<file path="src/rtl/reorder_buffer_if.sv">
// reorder_buffer_if: issue, writeback, lookup, flush and commit signals of the reorder buffer.
//   slave  : the reorder buffer itself (allocates, accepts results, answers lookups, retires).
//   master : the pipeline around it (issue stage, completion ports, branch recovery).
interface reorder_buffer_if;
    logic        alloc;
    logic [4:0]  alloc_rd;
    logic        alloc_we;
    logic [4:0]  alloc_tag;
    logic        full;
    logic        empty;
    logic        wb_valid1;
    logic [4:0]  wb_tag1;
    logic [31:0] wb_value1;
    logic        wb_valid2;
    logic [4:0]  wb_tag2;
    logic [31:0] wb_value2;
    logic [4:0]  q_tag1;
    logic [4:0]  q_tag2;
    logic        q_ready1;
    logic        q_ready2;
    logic [31:0] q_val1;
    logic [31:0] q_val2;
    logic        flush;
    logic        commit_valid;
    logic        commit_we;
    logic [4:0]  commit_rd;
    logic [31:0] commit_value;
    logic [4:0]  commit_tag;
    modport slave (
        input  alloc, alloc_rd, alloc_we,
        input  wb_valid1, wb_tag1, wb_value1, wb_valid2, wb_tag2, wb_value2,
        input  q_tag1, q_tag2, flush,
        output alloc_tag, full, empty, q_ready1, q_ready2, q_val1, q_val2,
        output commit_valid, commit_we, commit_rd, commit_value, commit_tag
    );
    modport master (
        output alloc, alloc_rd, alloc_we,
        output wb_valid1, wb_tag1, wb_value1, wb_valid2, wb_tag2, wb_value2,
        output q_tag1, q_tag2, flush,
        input  alloc_tag, full, empty, q_ready1, q_ready2, q_val1, q_val2,
        input  commit_valid, commit_we, commit_rd, commit_value, commit_tag
    );
endinterface

</file>
<file path="src/rtl/reorder_buffer.sv">
// reorder_buffer: 16-entry in-order retirement buffer with two completion ports and two operand lookups.
//   clk_i  : clock, rising edge
//   rst_ni : asynchronous active-low reset
//   bus    : reorder_buffer_if.slave (alloc/tag/full/empty, wb ports 1-2, lookups 1-2, flush, commit outputs)
// Tags are {1'b1, index}; a tag with bit 4 clear never matches an entry.
module reorder_buffer (
    input  logic           clk_i,
    input  logic           rst_ni,
    reorder_buffer_if.slave bus
);
    logic [15:0] busy_q, done_q, we_q;
    logic [4:0]  rd_q [16];
    logic [31:0] val_q [16];
    logic [3:0]  head_q, tail_q;
    logic [4:0]  count_q, count_d;
    logic        full, alloc_ok, commit, wb1_hit, wb2_hit;
    logic [3:0]  idx1, idx2, qi1, qi2;
    logic        q1_b2, q1_b1, q2_b2, q2_b1;
    logic        commit_valid_q, commit_we_q;
    logic [4:0]  commit_rd_q, commit_tag_q;
    logic [31:0] commit_value_q;

    assign full     = count_q == 5'd16;
    assign idx1     = bus.wb_tag1[3:0];
    assign idx2     = bus.wb_tag2[3:0];
    assign alloc_ok = bus.alloc & ~full & ~bus.flush;
    assign wb1_hit  = bus.wb_valid1 & bus.wb_tag1[4] & busy_q[idx1] & ~bus.flush;
    assign wb2_hit  = bus.wb_valid2 & bus.wb_tag2[4] & busy_q[idx2] & ~bus.flush;
    assign commit   = busy_q[head_q] & done_q[head_q];
    assign count_d  = count_q + 5'(alloc_ok) - 5'(commit);

    assign bus.full      = full;
    assign bus.empty     = count_q == 5'd0;
    assign bus.alloc_tag = {1'b1, tail_q};

    // Operand lookup: same-cycle writeback bypass first (port 2 over port 1), then stored result.
    assign qi1   = bus.q_tag1[3:0];
    assign qi2   = bus.q_tag2[3:0];
    assign q1_b2 = bus.wb_valid2 & (bus.wb_tag2 == bus.q_tag1);
    assign q1_b1 = bus.wb_valid1 & (bus.wb_tag1 == bus.q_tag1);
    assign q2_b2 = bus.wb_valid2 & (bus.wb_tag2 == bus.q_tag2);
    assign q2_b1 = bus.wb_valid1 & (bus.wb_tag1 == bus.q_tag2);
    assign bus.q_ready1 = bus.q_tag1[4] & (q1_b2 | q1_b1 | (busy_q[qi1] & done_q[qi1]));
    assign bus.q_ready2 = bus.q_tag2[4] & (q2_b2 | q2_b1 | (busy_q[qi2] & done_q[qi2]));
    assign bus.q_val1 = !bus.q_ready1 ? 32'd0 : q1_b2 ? bus.wb_value2 : q1_b1 ? bus.wb_value1 : val_q[qi1];
    assign bus.q_val2 = !bus.q_ready2 ? 32'd0 : q2_b2 ? bus.wb_value2 : q2_b1 ? bus.wb_value1 : val_q[qi2];

    assign bus.commit_valid = commit_valid_q;
    assign bus.commit_we    = commit_we_q;
    assign bus.commit_rd    = commit_rd_q;
    assign bus.commit_value = commit_value_q;
    assign bus.commit_tag   = commit_tag_q;

    // Entry payload carries no reset; busy/done qualify it.
    always_ff @(posedge clk_i) begin
        if (alloc_ok) begin
            rd_q[tail_q] <= bus.alloc_rd;
            we_q[tail_q] <= bus.alloc_we;
        end
        if (wb1_hit) val_q[idx1] <= bus.wb_value1;
        if (wb2_hit) val_q[idx2] <= bus.wb_value2;
    end

    always_ff @(posedge clk_i or negedge rst_ni) begin
        if (!rst_ni) begin
            busy_q         <= '0;
            done_q         <= '0;
            head_q         <= '0;
            tail_q         <= '0;
            count_q        <= '0;
            commit_valid_q <= 1'b0;
            commit_we_q    <= 1'b0;
            commit_rd_q    <= '0;
            commit_value_q <= '0;
            commit_tag_q   <= '0;
        end else if (bus.flush) begin
            busy_q         <= '0;
            done_q         <= '0;
            head_q         <= '0;
            tail_q         <= '0;
            count_q        <= '0;
            commit_valid_q <= 1'b0;
            commit_we_q    <= 1'b0;
        end else begin
            // head==tail only when empty (no commit) or full (no alloc), so these never collide.
            if (alloc_ok) begin
                busy_q[tail_q] <= 1'b1;
                done_q[tail_q] <= 1'b0;
                tail_q         <= tail_q + 4'd1;
            end
            if (wb1_hit) done_q[idx1] <= 1'b1;
            if (wb2_hit) done_q[idx2] <= 1'b1;
            if (commit) begin
                busy_q[head_q] <= 1'b0;
                head_q         <= head_q + 4'd1;
                commit_rd_q    <= rd_q[head_q];
                commit_value_q <= val_q[head_q];
                commit_tag_q   <= {1'b1, head_q};
            end
            commit_valid_q <= commit;
            commit_we_q    <= commit & we_q[head_q] & (|rd_q[head_q]);
            count_q        <= count_d;
        end
    end
endmodule

</file>
<file path="src/flat_wrapper.sv">
// flat-port wrapper written by rule: the top's interface ports become plain ports
module reorder_buffer_flat 
  (clk_i, rst_ni, bus_alloc, bus_alloc_rd, bus_alloc_we, bus_wb_valid1, bus_wb_tag1, bus_wb_value1, bus_wb_valid2, bus_wb_tag2, bus_wb_value2, bus_q_tag1, bus_q_tag2, bus_flush, bus_alloc_tag, bus_full, bus_empty, bus_q_ready1, bus_q_ready2, bus_q_val1, bus_q_val2, bus_commit_valid, bus_commit_we, bus_commit_rd, bus_commit_value, bus_commit_tag);
  reorder_buffer_if bus_i ();
  input  logic clk_i;
  input  logic rst_ni;
  input wire logic [$bits(bus_i.alloc)-1:0] bus_alloc;
  input wire logic [$bits(bus_i.alloc_rd)-1:0] bus_alloc_rd;
  input wire logic [$bits(bus_i.alloc_we)-1:0] bus_alloc_we;
  input wire logic [$bits(bus_i.wb_valid1)-1:0] bus_wb_valid1;
  input wire logic [$bits(bus_i.wb_tag1)-1:0] bus_wb_tag1;
  input wire logic [$bits(bus_i.wb_value1)-1:0] bus_wb_value1;
  input wire logic [$bits(bus_i.wb_valid2)-1:0] bus_wb_valid2;
  input wire logic [$bits(bus_i.wb_tag2)-1:0] bus_wb_tag2;
  input wire logic [$bits(bus_i.wb_value2)-1:0] bus_wb_value2;
  input wire logic [$bits(bus_i.q_tag1)-1:0] bus_q_tag1;
  input wire logic [$bits(bus_i.q_tag2)-1:0] bus_q_tag2;
  input wire logic [$bits(bus_i.flush)-1:0] bus_flush;
  output wire logic [$bits(bus_i.alloc_tag)-1:0] bus_alloc_tag;
  output wire logic [$bits(bus_i.full)-1:0] bus_full;
  output wire logic [$bits(bus_i.empty)-1:0] bus_empty;
  output wire logic [$bits(bus_i.q_ready1)-1:0] bus_q_ready1;
  output wire logic [$bits(bus_i.q_ready2)-1:0] bus_q_ready2;
  output wire logic [$bits(bus_i.q_val1)-1:0] bus_q_val1;
  output wire logic [$bits(bus_i.q_val2)-1:0] bus_q_val2;
  output wire logic [$bits(bus_i.commit_valid)-1:0] bus_commit_valid;
  output wire logic [$bits(bus_i.commit_we)-1:0] bus_commit_we;
  output wire logic [$bits(bus_i.commit_rd)-1:0] bus_commit_rd;
  output wire logic [$bits(bus_i.commit_value)-1:0] bus_commit_value;
  output wire logic [$bits(bus_i.commit_tag)-1:0] bus_commit_tag;
  assign bus_i.alloc = bus_alloc;
  assign bus_i.alloc_rd = bus_alloc_rd;
  assign bus_i.alloc_we = bus_alloc_we;
  assign bus_i.wb_valid1 = bus_wb_valid1;
  assign bus_i.wb_tag1 = bus_wb_tag1;
  assign bus_i.wb_value1 = bus_wb_value1;
  assign bus_i.wb_valid2 = bus_wb_valid2;
  assign bus_i.wb_tag2 = bus_wb_tag2;
  assign bus_i.wb_value2 = bus_wb_value2;
  assign bus_i.q_tag1 = bus_q_tag1;
  assign bus_i.q_tag2 = bus_q_tag2;
  assign bus_i.flush = bus_flush;
  assign bus_alloc_tag = bus_i.alloc_tag;
  assign bus_full = bus_i.full;
  assign bus_empty = bus_i.empty;
  assign bus_q_ready1 = bus_i.q_ready1;
  assign bus_q_ready2 = bus_i.q_ready2;
  assign bus_q_val1 = bus_i.q_val1;
  assign bus_q_val2 = bus_i.q_val2;
  assign bus_commit_valid = bus_i.commit_valid;
  assign bus_commit_we = bus_i.commit_we;
  assign bus_commit_rd = bus_i.commit_rd;
  assign bus_commit_value = bus_i.commit_value;
  assign bus_commit_tag = bus_i.commit_tag;
  reorder_buffer u_core (.clk_i(clk_i), .rst_ni(rst_ni), .bus(bus_i));
endmodule
</file>
<file path="config.mk">
export PLATFORM = sky130hd
export DESIGN_NAME = reorder_buffer_flat
export DESIGN_NICKNAME = d
export VERILOG_FILES = /design/src/rtl/reorder_buffer_if.sv /design/src/rtl/reorder_buffer.sv /design/src/flat_wrapper.sv
export SDC_FILE = /design/constraint.sdc
export NUM_CORES = 2
export LEC_CHECK = 0
export CORE_MARGIN = 2
export CORE_UTILIZATION = 55
export CTS_BUF_LIST = sky130_fd_sc_hd__clkbuf_8
export CTS_CLUSTER_SIZE = 8
export DETAILED_ROUTE_END_ITERATION = 12
export PLACE_DENSITY_LB_ADDON = 0.2
export SLEW_MARGIN = 10
export SYNTH_ARGS = -nofsm -noshare
export SYNTH_HDL_FRONTEND = slang
export SYNTH_SLANG_ARGS = --single-unit
</file>
<file path="constraint.sdc">
create_clock -name clk_i -period 8.08 [get_ports clk_i]
set_clock_uncertainty 0.1 [all_clocks]
set_input_delay 1.616 -clock clk_i [delete_from_list [all_inputs] [get_ports clk_i]]
set_output_delay 1.616 -clock clk_i [all_outputs]
set_load 0.03 [all_outputs]
</file>
Word-level counts from Yosys, hierarchy flattened
Memories as Yosys holds them, arrays and structs flattened. A register that Yosys moved wholly into a read port is not among the register bits. Index checks and enable logic that the tools add are counted.

$add $sub $neg: 4. Order comparisons: 10. Eq/ne operators: 5. Muxes and demuxes: 56. Bitwise gates (word level): 32. Reductions and logical operators: 10.

Operators with widths (number): two-way mux 32 bit (6); two-way mux 16 bit (10); bitwise OR 16 bit (3); binary-select mux 1 bit (select 4 bit) (9); AND 16 bit (2); NOT 16 bit (2); less-than comparator 4 x 5 -> 1 bit, second input constant (6); two-way mux 1 bit (21); == test 5 bit (4); AND 1 bit (19); bitwise mux 16 bit (1); demux 1 bit (select 4 bit) (4); >= comparator 4 x 1 -> 1 bit, second input constant (4); two-way mux 4 bit (4); adder 4 x 1 -> 4 bit, second input constant (2); adder 5 x 1 -> 5 bit (1); == test 5 bit, second input constant (1); zero test 5 bit (1); two-way mux 5 bit (1); OR reduction 5 bit (1); subtractor 5 x 1 -> 5 bit (1); logical AND 1 bit (4); bitwise OR 1 bit (4); nonzero test 2 bit (2); 3 further kinds (4).

Register bits: 73. RAM bits: 592. Input bits: 96. Output and inout port bits: 117. Memories kept: 2.

Memories: u_core.val_q (words 16, width 32, rd ports 3, clocked after Yosys merged registers in 1, wr ports 2, RTL line reorder_buffer.sv:13) `logic [31:0] val_q [16];`; u_core.rd_q (words 16, width 5, rd ports 1, clocked after Yosys merged registers in 0, wr ports 1, RTL line reorder_buffer.sv:12) `logic [4:0] rd_q [16];`.

Longest topological paths before layout
Depth after elaboration: 14. Gate-level depth with buffers: 18. Gate-level depth less buffers: 14.

Least setup slack after synthesis
Ideal clock, no wire load.

Path type: input to output. From: in bus_wb_tag2[0]. To: out bus_q_val2[22]. Data arrival time: 3817 ps. Slack: 2547 ps. Stages: 8. Path buffers: 3. Path through: buf_2 xor2_1 nor4_2 nand2_1 and4_1 clkbuf_1 buf_2 a221oi_1.

Word-level cells in the longest chain between the ends: 6. Elaborated cells on any way between the ends: 7. Classes of those cells: eq/ne (1); mux (2); bitwise (4).

Ends and longest elaborated chain: from (decl) (RTL line flat_wrapper.sv:14) `input wire logic [$bits(bus_i.wb_tag2)-1:0] bus_wb_tag2;`; == test 5 bit * (RTL line reorder_buffer.sv:41) `assign q2_b2 = bus.wb_valid2 & (bus.wb_tag2 == bus.q_tag2);`; AND 1 bit * (RTL line reorder_buffer.sv:41); bitwise OR 1 bit (2 in a row) (RTL line reorder_buffer.sv:44) `assign bus.q_ready2 = bus.q_tag2[4] & (q2_b2 | q2_b1 | (busy_q[qi2] & done_q[qi2]));`; AND 1 bit (RTL line reorder_buffer.sv:44); two-way mux 32 bit * (RTL line reorder_buffer.sv:46) `assign bus.q_val2 = !bus.q_ready2 ? 32'd0 : q2_b2 ? bus.wb_value2 : q2_b1 ? bus.wb_value1 : val_q[qi2];`; to (decl) (RTL line flat_wrapper.sv:25) `output wire logic [$bits(bus_i.q_val2)-1:0] bus_q_val2;`.

Every way passes the cells marked *; elsewhere a longest branch is shown, timed or not.

Worst setup path after layout
From: in bus_wb_tag2[0]. To: out bus_q_val2[30].

The elaborated chain is that of the path after synthesis.

==> flow_metrics.tcl <==
set metrics [dict create \
    outcome "complete, no violations" \
    cts_tree "built" \
    fin_crit_ns 7.18 \
    yosysWarnings 0 \
    grt_max_degree 89 \
    vias 29900 \
    rows 103 \
    hpwl_um 82400 \
    wire_per_inst_um 38.1 \
    fillers 5690 \
    avgViaCountPerCell 7.70 \
    achievable-frequency_ghz 0.139 \
    pwr-share-seq 0.495 \
    fp.dieW_um 286 \
    grtUsageTotal 0.360 \
    cts_setup_buffers 0 \
    endpoint_kind "output port" \
    cts_buffers 116 \
    clkLatencyLatePin_ns 0.78 \
    ios 213 \
    synth_edf_count 608 \
    drive_above_1_share 0.482 \
    setup_viol 0 \
    worst_hold_slack_ns 0.369 \
    antenna_found_initial 2 \
    syn_inst 2633 \
    powerDensity_nw_per_um2 163 \
    core_area_sq_um 79000 \
    power_switching_uw 2030 \
    hold_buffers 0 \
    synth.distinct_cells 69 \
    cts-root-buf "clkbuf_8" \
    power_frac_comb 0.111 \
    slew_headroom 0.0869 \
    hold_viol 0 \
    portBuffers 211 \
    layout_common_cells "edfxtp_1 (608), mux2_2 (520), mux4_2 (494), clkdlybuf4s50_1 (194), clkbuf_8 (136)" \
    switching_share 0.254 \
    gp_congestion 0.927 \
    internal_power_uw 5940 \
    critical_path.startpoint_type "input port" \
    htree_num_levels 3 \
    final_common_cell "edfxtp_1" \
    drc_errors 0 \
    ys_ff_latch 697 \
    post_dp_cell_area_sq_um 46600 \
    worst_slack_ns 0.900 \
    cts_num_sinks 697 \
    dp.cells 3658 \
    vdd_drop_max_mv 0.109 \
    fin_tns_setup_ns 0 \
    final_area_sq_um 48900 \
    crit_path_max_fanout 17 \
    drtAntennaViolNets 0 \
    area_growth_pct 11.6 \
    post_cts_resized 0 \
    initial_core_util 0.555 \
    pre_cts_slack_ns 1.06 \
    drt_iter0_markers 4874 \
    grt_pass1_wl_um 210000 \
    cts_buffer_depth 3 \
    synthFlopType "edfxtp_1" \
    fin_nets 2837 \
    period_share 0.889 \
    rsz0062_at_grt "false" \
    async_flop_share 0.128 \
    drtPass1Iterations 6 \
    grt.overflow.total 0 \
    dieArea_sq_um 82000 \
    critical_path_class "input port to output port" \
    cap_violations 0 \
    pwr-share-clk 0.394 \
    drt-total-wl_um 148000 \
    final_cells 3877 \
    grt_pass1_vias 29800 \
    drv_slew 0 \
    clkTransAtPathRegs_ns 0.06 \
    yosysSeqAreaShare 0.467 \
    syn_nets 2744 \
    synth_area_sq_um 43800 \
    min_path_type "register to register" \
    worstPathArrival_ns 5.46 \
    die_h_um 286 \
    avgSynthCellArea_sq_um 16.6 \
    worstMarginPinSlew_ns 1.36 \
    p_leak_uw 0.0159 \
    cp.required_ns 6.36 \
]
## cell families after synthesis
group                    count (synthesis)  synth area share
multiplexers                          1079             0.418
flip-flops                             697             0.467
buffers and inverters                  344            0.0382
AND/OR/NAND/NOR                        252            0.0298
AO/OA/AOI/OAI                          219            0.0373
XOR/XNOR                                26           0.00520
adder cells (fa/ha/maj)                 15           0.00445
other                                    1         0.0000856
## worst paths after layout
| check | from | end | cells after the start | slack, ns |
|---|---|---|---|---|
| setup reg to reg | u_core.head_q[3]$_DFFE_PN0P_ | u_core.count_q[4]$_DFF_PN0_ | 15 | 3.01 |
| hold reg to reg | u_core.bus.commit_tag[4]$_DFFE_PN0P_ | u_core.bus.commit_tag[4]$_DFFE_PN0P_ | 1 | 0.37 |
| min in group asynchronous | rst_ni | u_core.bus.commit_rd[0]$_DFFE_PN0P_ | 1 | 0.71 |
| max in group asynchronous | rst_ni | u_core.head_q[0]$_DFFE_PN0P_ | 2 | 5.63 |
| setup / recovery | bus_wb_tag2[0] | bus_q_val2[30] | 7 | 0.90 |
| hold / removal | u_core.bus.commit_tag[4]$_DFFE_PN0P_ | u_core.bus.commit_tag[4]$_DFFE_PN0P_ | 1 | 0.37 |
## routing by layer
layer,GRT usage,vias to the layer above,part of all wire
li1,-,11300,-
met1,0.489,15400,0.35
met2,0.545,2659,0.46
met3,0.105,455,0.14
met4,0.160,0,0.046
met5,0,-,0
## area by class of cell
type / instances / area, sq um / area share
diodes: 2 / 5.00 / 0.000102
clock buffers: 136 / 1870 / 0.0383
clock inverters: 81 / 452 / 0.00923
inverters: 32 / 124 / 0.00253
multi-input cells: 1592 / 21800 / 0.446
flip-flops and latches: 697 / 20500 / 0.419
well taps: 1050 / 1310 / 0.0268
repair buffers: 287 / 2860 / 0.0584
## per-stage QoR
| step | power [uW] | util |
|---|---|---|
| floorplan | 4580 | - |
| global placement | 4870 | 0.590 |
| detailed placement | 4890 | 0.590 |
| CTS | 7970 | 0.619 |
| global route | 8190 | 0.619 |
| finish | 7970 | 0.619 |
## critical path, stage by stage
cell             delay [ns]
clkdlybuf4s50_1        0.70
xor2_1                 0.30
nor4_2                 0.50
and2_2                 0.68
a22oi_1                0.20
a221oi_1               0.65
clkdlybuf4s50_1        0.82
## sequential cells by signal, summed over array words and instances (netlist names)
| register | flops |
|---|---|
| u_core.bus.commit_rd | 5 |
| u_core.bus.commit_tag | 5 |
| u_core.bus.commit_valid | 1 |
| u_core.bus.commit_value | 32 |
| u_core.bus.commit_we | 1 |
| u_core.busy_q | 16 |
| u_core.count_q | 5 |
| u_core.done_q | 16 |
| u_core.head_q | 4 |
| u_core.rd_q | 80 |
| u_core.tail_q | 4 |
| u_core.val_q | 512 |
| u_core.we_q | 16 |
## synthesized netlist by cell type, types with 2 or more instances
| master | number | area [sq um] |
|---|---|---|
| edfxtp_1 | 608 | 18300 |
| mux2_2 | 520 | 5860 |
| mux4_2 | 494 | 11100 |
| clkbuf_1 | 147 | 552 |
| buf_2 | 123 | 616 |
| dfrtp_1 | 89 | 2230 |
| nand3_1 | 80 | 400 |
| a22oi_1 | 72 | 541 |
| a221oi_1 | 65 | 569 |
| nand2_1 | 61 | 229 |
| nor2_1 | 40 | 150 |
| mux2_4 | 32 | 480 |
| inv_1 | 30 | 113 |
| a21oi_1 | 26 | 130 |
| mux4_1 | 26 | 683 |
| o21ai_0 | 19 | 95.1 |
| buf_6 | 14 | 158 |
| ha_1 | 14 | 175 |
| xnor2_1 | 14 | 123 |
| a311oi_1 | 13 | 114 |
| buf_1 | 12 | 45.0 |
| xor2_1 | 12 | 105 |
| a31oi_1 | 8 | 50.1 |
| and2_1 | 8 | 50.1 |
| nand2b_1 | 7 | 43.8 |
| nand4_1 | 7 | 43.8 |
| nor2b_1 | 7 | 43.8 |
| buf_4 | 6 | 45.0 |
| mux4_4 | 6 | 150 |
| and3_1 | 5 | 31.3 |
| and3b_1 | 5 | 43.8 |
| nor3_1 | 5 | 25.0 |
| a32oi_1 | 4 | 35.0 |
| and4_1 | 4 | 35.0 |
| nor2_2 | 4 | 25.0 |
| buf_12 | 3 | 60.1 |
| buf_8 | 3 | 45.0 |
| nand3b_1 | 3 | 22.5 |
| nor3b_1 | 2 | 15.0 |
| nor4_1 | 2 | 12.5 |
| o2111ai_1 | 2 | 17.5 |
| o211ai_1 | 2 | 15.0 |
| o31ai_1 | 2 | 15.0 |
| or2_2 | 2 | 12.5 |
## power by group through the flow
| stage | Clock [uW] | Sequential [uW] | Combinational, uW |
|---|---|---|---|
| floorplan | 0 | 4020 | 555 |
| global placement | 0 | 4020 | 847 |
| detailed placement | 0 | 4020 | 864 |
| CTS | 3150 | 3950 | 869 |
| global route | 3320 | 3950 | 929 |
| finish | 3140 | 3950 | 885 |
(Power assumes the default switching activity.)
==> RTL edit: new RTL, same settings <==
Make the reset (`rst_ni`) synchronous in one clocked block. Comments in the files are not updated.
--- a/src/rtl/reorder_buffer.sv
+++ b/src/rtl/reorder_buffer.sv
@@ -63,3 +63,3 @@
 
-    always_ff @(posedge clk_i or negedge rst_ni) begin
+    always_ff @(posedge clk_i) begin
         if (!rst_ni) begin
Formal check against the unedited RTL: differs if rst_ni is asserted again (counterexample within 4 cycles, from zero or initial values and one cycle with rst_ni low); with rst_ni held inactive, the same outputs for 4 cycles.
==> RTL edit against the unedited design <==
Worst setup slack got worse by 140 ps. Sequential cell count rose by 4. Final area fell by 0.56%. Fmax fell by 1.9%. Critical path depth up 1. Total power is 0.48% lower. Wire length fell by 0.49%. Area after synthesis fell by 1.0%.
==> RTL edit: results (changes against the unedited design) <==
Run status
  • Run status: finished clean (unchanged)

Global routing
  • First-pass GRT wire length: 212 mm (was 210 mm)
  • Largest net degree at the start of global routing: 108 (was 89)

Cells and area
  • # nets final: 3002 (was 2837)
  • Clock-cell share of area: 4.98% (was 4.75%)
  • Multi-input gate share of the layout cell area: 45.2% (was 44.6%)
  • Inverter count: 27 (was 32)
  • Antenna diode count: 3 (was 2)

Placed design
  • GP Congestion: 0.901 (was 0.927)
  • Cell area after placement: 46200 µm² (was 46600 µm²)
  • Placed wire-length estimate: 82.6 mm (was 82.4 mm)
  • Place WS: 849 ps (was 1060 ps)

Drt
  • Highest routed layer: met5 (was met4)
  • Vias per cell: 7.41 (was 7.70)
  • Detailed-router iteration count before antenna repair: 5 (was 6)
  • Met1 layer wirelength in the final routing: 51.9 mm (about the same)
  • Metal3 WL: 19.6 mm (was 20.9 mm)
  • Initial detailed-routing violation count: 4460 (was 4874)
  • Total length of routed wires: 147 mm (was 148 mm)

Synth
  • Register bit total from synthesis: 701 (was 697)
  • Post-synthesis share of cell area spent on full adders, half adders and majority gates: 0.450% (was 0.445%)
  • Top post-synthesis cells by area: edfxtp_1 42%, mux4_2 26%, mux2_1 13%, dfxtp_1 4.3%, nand2_1 1.6% (was edfxtp_1 42%, mux4_2 25%, mux2_2 13%, dfrtp_1 5.1%, mux4_1 1.6%)
  • Number of unique standard cell types used by synthesis: 58 (was 69)
  • Xor and xnor area share after synthesis: 0.505% (was 0.520%)
  • Async SR Flop Fraction: 0% (was 12.8%)

Setup path
  • Largest stage delay on the critical path: 860 ps (was 820 ps)
  • CP Max Fanout: 20 (was 17)

Power
  • Pwr/cell area: 163 nW/µm² (about the same)
  • Clock distribution power: 3.27 mW (was 3.14 mW)
  • Cell leakage power: 15.5 nW (was 15.9 nW)
  • Fraction of power consumed by the clock network: 41.3% (was 39.4%)
  • Maximum vdd ir drop: 0.123 mV (was 0.109 mV)
  • Seq pwr share: 49.6% (was 49.5%)

Floorplan
  • Die ar.: 81100 µm² (was 82000 µm²)
## RTL edit: changes by cell type in the layout (fill, tap and decap cells not counted), moves of 65 or more
cell	unedited run	this run
mux2_1	0	503
mux2_2	520	41
nand2_1	44	173
dfxtp_1	0	89
dfrtp_1	86	0
a221oi_1	65	0
## RTL edit: path summary, 6_finish.rpt
kind,start,endpoint,slack [ps],depth (start not counted)
setup / recovery,bus_wb_tag2[0],bus_q_val2[21],760,8
hold / removal,u_core.bus.commit_rd[1],u_core.bus.commit_rd[1],360,2
setup reg to reg,u_core.head_q[3],u_core.count_q[4],3890,15
hold reg to reg,u_core.bus.commit_rd[1],u_core.bus.commit_rd[1],360,2
## RTL edit: cells by family (layout without fill, tap and decap cells)
family / after synthesis / in the layout
buf+inv: 339 / 537
compound gates: 260 / 260
fa+ha+maj: 15 / 15
xor+xnor: 25 / 25
flops: 701 / 701
simple gates: 374 / 374
mux: 1085 / 1085
other cells: 1 / 4
